## config.mk

```make
export PLATFORM = sky130hd
export DESIGN_NAME = wb_port_arbiter
export DESIGN_NICKNAME = d
export VERILOG_FILES = /design/src/rtl/wb_port_arbiter.sv
export SDC_FILE = /design/constraint.sdc
export NUM_CORES = 1
export LEC_CHECK = 0
export ABC_AREA = 1
export CORE_AREA = 2 2 137 139
export CTS_CLUSTER_SIZE = 40
export DETAILED_ROUTE_END_ITERATION = 6
export DIE_AREA = 0 0 139 141
export REMOVE_ABC_BUFFERS = 1
export SLEW_MARGIN = 5
export SYNTH_ARGS = -nofsm -noshare
export SYNTH_HDL_FRONTEND = slang
export SYNTH_SLANG_ARGS = --single-unit
export TNS_END_PERCENT = 30
```

## constraint.sdc

```tcl
create_clock -name clk -period 4.9 [get_ports clk]
set_clock_uncertainty 0.2 [all_clocks]
set_input_delay 0.49 -clock clk [delete_from_list [all_inputs] [get_ports clk]]
set_output_delay 0.49 -clock clk [all_outputs]
set_load 0.005 [all_outputs]
```

## src/rtl/wb_port_arbiter.sv

```systemverilog
// wb_port_arbiter: shares the register-file write port between the pipeline
// writeback stage and the long-latency unit (LLU).
// Pipeline writes win; LLU results wait in a 2-entry in-order FIFO and drain
// into idle port cycles. A starvation counter forces a one-cycle pipeline
// stall so that the FIFO head is written once it has been denied MAX_WAIT
// times. The write port outputs are registered.
// Optional build macro WB_PENDING_MASK_EN adds the llu_pending output: a
// per-register mask of the destinations buffered in the FIFO.
module wb_port_arbiter #(
  parameter int XLEN     = 32,
  parameter int MAX_WAIT = 4
) (
  input  logic            clk,
  input  logic            reset,
  input  logic            pipe_valid,
  input  logic [4:0]      pipe_rd,
  input  logic [XLEN-1:0] pipe_wd,
  output logic            pipe_stall,
  input  logic            llu_valid,
  output logic            llu_ready,
  input  logic [4:0]      llu_rd,
  input  logic [XLEN-1:0] llu_wd,
  output logic            rf_we,
  output logic [4:0]      rf_wa,
  output logic [XLEN-1:0] rf_wd
`ifdef WB_PENDING_MASK_EN
  ,
  output logic [31:0]     llu_pending
`endif
);

  localparam logic [3:0] MAX_CNT = 4'(MAX_WAIT);

  typedef enum logic [1:0] {
    ST_IDLE  = 2'd0,
    ST_WAIT  = 2'd1,
    ST_FORCE = 2'd2
  } state_t;

  state_t state;
  logic [3:0] wait_cnt;

  // FIFO storage: slot 0 is always the head, entries shift down on dequeue
  logic [1:0]                 fifo_cnt;
  logic [1:0][4:0]            fifo_rd;
  logic [1:0][XLEN-1:0]       fifo_wd;

  logic [1:0]                 fifo_cnt_n;
  logic [1:0][4:0]            fifo_rd_n;
  logic [1:0][XLEN-1:0]       fifo_wd_n;

  logic fifo_empty;
  logic pipe_req;
  logic grant_pipe;
  logic grant_fifo;
  logic enq;
  logic deq;

  // Grant decision from registered state plus the current requests
  always_comb begin
    pipe_stall = (state == ST_FORCE);
    llu_ready  = (fifo_cnt != 2'd2);
    fifo_empty = (fifo_cnt == 2'd0);
    // x0 writes and writes presented during a stall are not requests
    pipe_req   = pipe_valid && (pipe_rd != '0) && !pipe_stall;
    grant_fifo = pipe_stall || (!pipe_req && !fifo_empty);
    grant_pipe = pipe_req;
    // x0 LLU results are accepted but dropped
    enq        = llu_valid && llu_ready && (llu_rd != '0);
    deq        = grant_fifo;
  end

  // Next FIFO contents; enqueue and dequeue may coincide when not full
  always_comb begin
    fifo_cnt_n = fifo_cnt;
    fifo_rd_n  = fifo_rd;
    fifo_wd_n  = fifo_wd;
    unique case ({enq, deq})
      2'b10: begin
        if (fifo_cnt == 2'd0) begin
          fifo_rd_n[0] = llu_rd;
          fifo_wd_n[0] = llu_wd;
        end else begin
          fifo_rd_n[1] = llu_rd;
          fifo_wd_n[1] = llu_wd;
        end
        fifo_cnt_n = fifo_cnt + 2'd1;
      end
      2'b01: begin
        fifo_rd_n[0] = fifo_rd[1];
        fifo_wd_n[0] = fifo_wd[1];
        fifo_cnt_n   = fifo_cnt - 2'd1;
      end
      2'b11: begin
        // Not full and not empty, so exactly one entry: the new one becomes head
        fifo_rd_n[0] = llu_rd;
        fifo_wd_n[0] = llu_wd;
      end
      default: begin
        fifo_cnt_n = fifo_cnt;
      end
    endcase
  end

  // FIFO state register
  always_ff @(posedge clk) begin
    if (reset) begin
      fifo_cnt <= '0;
      fifo_rd  <= '0;
      fifo_wd  <= '0;
    end else begin
      fifo_cnt <= fifo_cnt_n;
      fifo_rd  <= fifo_rd_n;
      fifo_wd  <= fifo_wd_n;
    end
  end

  // Starvation FSM: counts denials of the FIFO head and forces a drain
  always_ff @(posedge clk) begin
    if (reset) begin
      state    <= ST_IDLE;
      wait_cnt <= '0;
    end else begin
      unique case (state)
        ST_IDLE: begin
          wait_cnt <= '0;
          if (fifo_cnt_n != 2'd0) state <= ST_WAIT;
        end
        ST_WAIT: begin
          if (fifo_cnt_n == 2'd0) begin
            state    <= ST_IDLE;
            wait_cnt <= '0;
          end else if (grant_fifo) begin
            wait_cnt <= '0;
          end else if (wait_cnt == MAX_CNT - 4'd1) begin
            // MAX_WAIT-th denial: the counter saturates and the next cycle stalls
            state    <= ST_FORCE;
            wait_cnt <= MAX_CNT;
          end else begin
            wait_cnt <= wait_cnt + 4'd1;
          end
        end
        ST_FORCE: begin
          wait_cnt <= '0;
          state    <= (fifo_cnt_n != 2'd0) ? ST_WAIT : ST_IDLE;
        end
        default: begin
          state    <= ST_IDLE;
          wait_cnt <= '0;
        end
      endcase
    end
  end

  // Registered register-file write port; address/data hold when idle
  always_ff @(posedge clk) begin
    if (reset) begin
      rf_we <= 1'b0;
      rf_wa <= '0;
      rf_wd <= '0;
    end else if (grant_pipe) begin
      rf_we <= 1'b1;
      rf_wa <= pipe_rd;
      rf_wd <= pipe_wd;
    end else if (grant_fifo) begin
      rf_we <= 1'b1;
      rf_wa <= fifo_rd[0];
      rf_wd <= fifo_wd[0];
    end else begin
      rf_we <= 1'b0;
    end
  end

`ifdef WB_PENDING_MASK_EN
  logic [31:0] pending_n;

  // Mask of destinations held in the FIFO after this edge
  always_comb begin
    pending_n = '0;
    if (fifo_cnt_n != 2'd0) pending_n[fifo_rd_n[0]] = 1'b1;
    if (fifo_cnt_n == 2'd2) pending_n[fifo_rd_n[1]] = 1'b1;
    pending_n[0] = 1'b0;
  end

  // Pending mask register, updated on the same edge as the FIFO
  always_ff @(posedge clk) begin
    if (reset) llu_pending <= '0;
    else       llu_pending <= pending_n;
  end
`endif

endmodule

```

==> results.md <==
* Outcome: completed
* Pre-CTS setup slack at between 1 and 1.5 ns
* Port-buffer cells at 117
* Period minus WS final at 3.56 ns
* WHS at 0.248 ns
* Layout cells sized above 1 at 5.73%
* CORE AREA at approximately 18,000 µm²
* Crit path buf inv count at 5
* Initial drt markers at ~230
* Htree depth at 4
* Relative slew slack at 39.9%
* Post-synth ARST share at 0%
* Yosys top cell area share at 46.5%
* Routed len/inst at 13.4 µm
* Setup tns final at 0 ns
* Worst min-delay path category: flop to flop
* Die Area at 19,600 µm²
* HPWL after DPL at 8550 µm
* Die H at 141 µm
* Max IR drop VDD at between 200 and 250 µV
* Clock Latency Late Sink at about 0.4 ns
* Post-synth top flop: dfxtp_1
* Global-route wire length before repair at 23,300 µm
* Pwr per Cell Area at ~540 nW/µm²
* Row cnt at 50
* Synth top area cells: dfxtp_1 47%, nand2_1 11%, nand3_1 11%, o21ai_0 7.4%, nor2_1 6.5%
* Final setup vio count at 0
* Final WS setup at 1.34 ns
* CP max FO at 41
* Slew of the pin with the lowest slew margin at 0.899 ns
* Post-synthesis cell area at 5160 µm²
* # IOs at 118
* Largest net degree at the start of global routing at 76
* Sequential share of the synthesized area at a little under half
* Static Leak at 3.08 nW
* Final hold violation count at 0
* RSZ-0062 raised after global routing: false
* Post-CTS Setup Repair Bufs at 0
* Worst stage delay on the critical path at 0.70 ns
* Worst-path cell chain: nor2_4, inv_2, nor2_8, inv_2, nand2_1, ha_1, inv_1, nor2_4, clkinv_1, buf_4, nor2_1, nor2_1
* CP Launch Type: flop
* Max Slew Vio Count at 0
* Crit path kind: flop to flop
* Routed vias/inst at 4.56
* Commonest cells post-synth: 158 x nand2_1, 120 x dfxtp_1, 112 x nand3_1
* Chip width at approximately 140 µm
* Slowest CP cell: nor2_4
* Max Cap Violations at 0
* CTS Buf Count at 17
* Overall Power at between 3 and 4 mW
* Crit path capture type: flop
* CTS tree: done
* Vias in the first global route at 4,641
* Antenna cells at 0
* DRT antenna net count at 0
* Period utilization at between 70% and 80%
* Net count reported at finish at between 800 and 900
* Area growth from synthesis to layout at 35.7%
* Initial antenna violation count at 0
* Netlist cell types at 26
* Drt drc at 0
* WP data arrival at 3.66 ns
* Post-synth top area cell: dfxtp_1
* Number of synthesized flops with an enable pin at 0
* WL final at roughly 14,000 µm
* Root Buffer: clkbuf_16
* Initial Util at 28.3%
* CP Data Required Time at 4.99 ns
* Clock Pin Slew Worst Setup and Hold Paths at 0.05 ns
* Placer Congestion at 0.735
* GR Util All Layers at around 15%
* Total number of vias at 4,808
* Post-CTS sizing at 0
* Post-Synthesis Cells at 720
* Drt first pass iters at 4
* Fill count at 1,923
* Max frequency at 0.281 GHz
* Clock Sinks at 120
* Delay-heaviest family, CP: simple AND/OR/NAND/NOR gates
* Hold Buf Count CTS at 0
* YS warnings at 0
* Overflow after GRT at 0
* Count leader, synth: nand2_1
* Clock Tree Buf Depth at 2
* Syn avg cell area at about 7.2 µm²
* Synth Register Bits at between 100 and 150
==> power breakdown <==
part | internal (mW) | total, mW | switching (mW) | leakage, nW
Combinational | 0.405 | 1.12 | 0.719 | 1.81
Sequential | 1.25 | 1.38 | 0.133 | 0.989
Clock | 0.816 | 1.25 | 0.431 | 0.285
==> cells in the final DEF (no fill, tap or decap), types with 3 or more instances in the layout <==
master,n
inv_1,49
nand2_1,158
bufinv_16,3
nand3_1,112
ha_1,3
clkdlybuf4s50_1,117
nor2_1,88
inv_2,3
dfxtp_1,120
nor2_4,4
o21ai_0,76
a31oi_1,37
clkinv_2,5
a21oi_1,4
buf_4,5
clkbuf_16,17
==> cell type report <==
| type | instances | area, µm² | share of cell area (%) |
|---|---|---|---|
| repair buffers | 123 | 1230 | 17.5 |
| clock buffers | 21 | 460 | 6.57 |
| flip-flops and latches | 120 | 2400 | 34.3 |
| multi-input cells | 492 | 2290 | 32.7 |
| clock inverters | 9 | 125 | 1.79 |
| well taps | 234 | 293 | 4.18 |
| inverters | 55 | 208 | 2.96 |
==> path summary, 6_finish.rpt <==
check                                   end  slack (ns)  depth (start not counted)        start
worst max-delay path             fifo_rd[6]        1.34                         12  fifo_cnt[0]
worst min-delay path            wait_cnt[0]        0.25                          1  wait_cnt[0]
worst max register to register   fifo_rd[6]        1.34                         12  fifo_cnt[0]
worst min register to register  wait_cnt[0]        0.25                          1  wait_cnt[0]
==> layer usage <==
layer	part of all wire [%]	vias to the layer above	track usage, %
met4	2.0	0	5.42
met3	4.0	19	4.35
li1	-	2537	-
met1	48	2155	18.6
met5	0	-	0
met2	46	97	24.2
==> state kept, by name, summed over array words and instances, names as in the netlist <==
name,flops
fifo_cnt,2
rf_wa,5
fifo_rd,10
rf_wd,32
rf_we,1
fifo_wd,64
wait_cnt,4
state,2
==> per-stage QoR <==
| step | util (%) | instances | instance area (µm²) |
|---|---|---|---|
| floorplan | - | 667 | 4890 |
| global placement | 35.2 | 1024 | 6420 |
| detailed placement | 35.2 | 1024 | 6420 |
| CTS | 38.4 | 1054 | 7010 |
| global route | 38.4 | 1054 | 7010 |
| finish | 38.4 | 1054 | 7010 |
==> cell families after synthesis <==
family | after synthesis | share of synthesized area [%]
AND/OR/NAND/NOR | 367 | 30.3
adder cells (fa/ha/maj) | 4 | 0.969
XOR/XNOR | 3 | 0.509
AO/OA/AOI/OAI | 118 | 12.4
flip-flops | 120 | 46.5
buffers and inverters | 108 | 9.30
==> worst reg2reg max path, stage by stage, from the launching register on <==
cell	delay, ns
dfxtp_1	0.35
nor2_4	0.16
inv_2	0.08
nor2_8	0.47
inv_2	0.07
nand2_1	0.16
ha_1	0.17
inv_1	0.06
nor2_4	0.70
clkinv_1	0.47
buf_4	0.36
nor2_1	0.14
nor2_1	0.05
(Power assumes the default switching activity.)
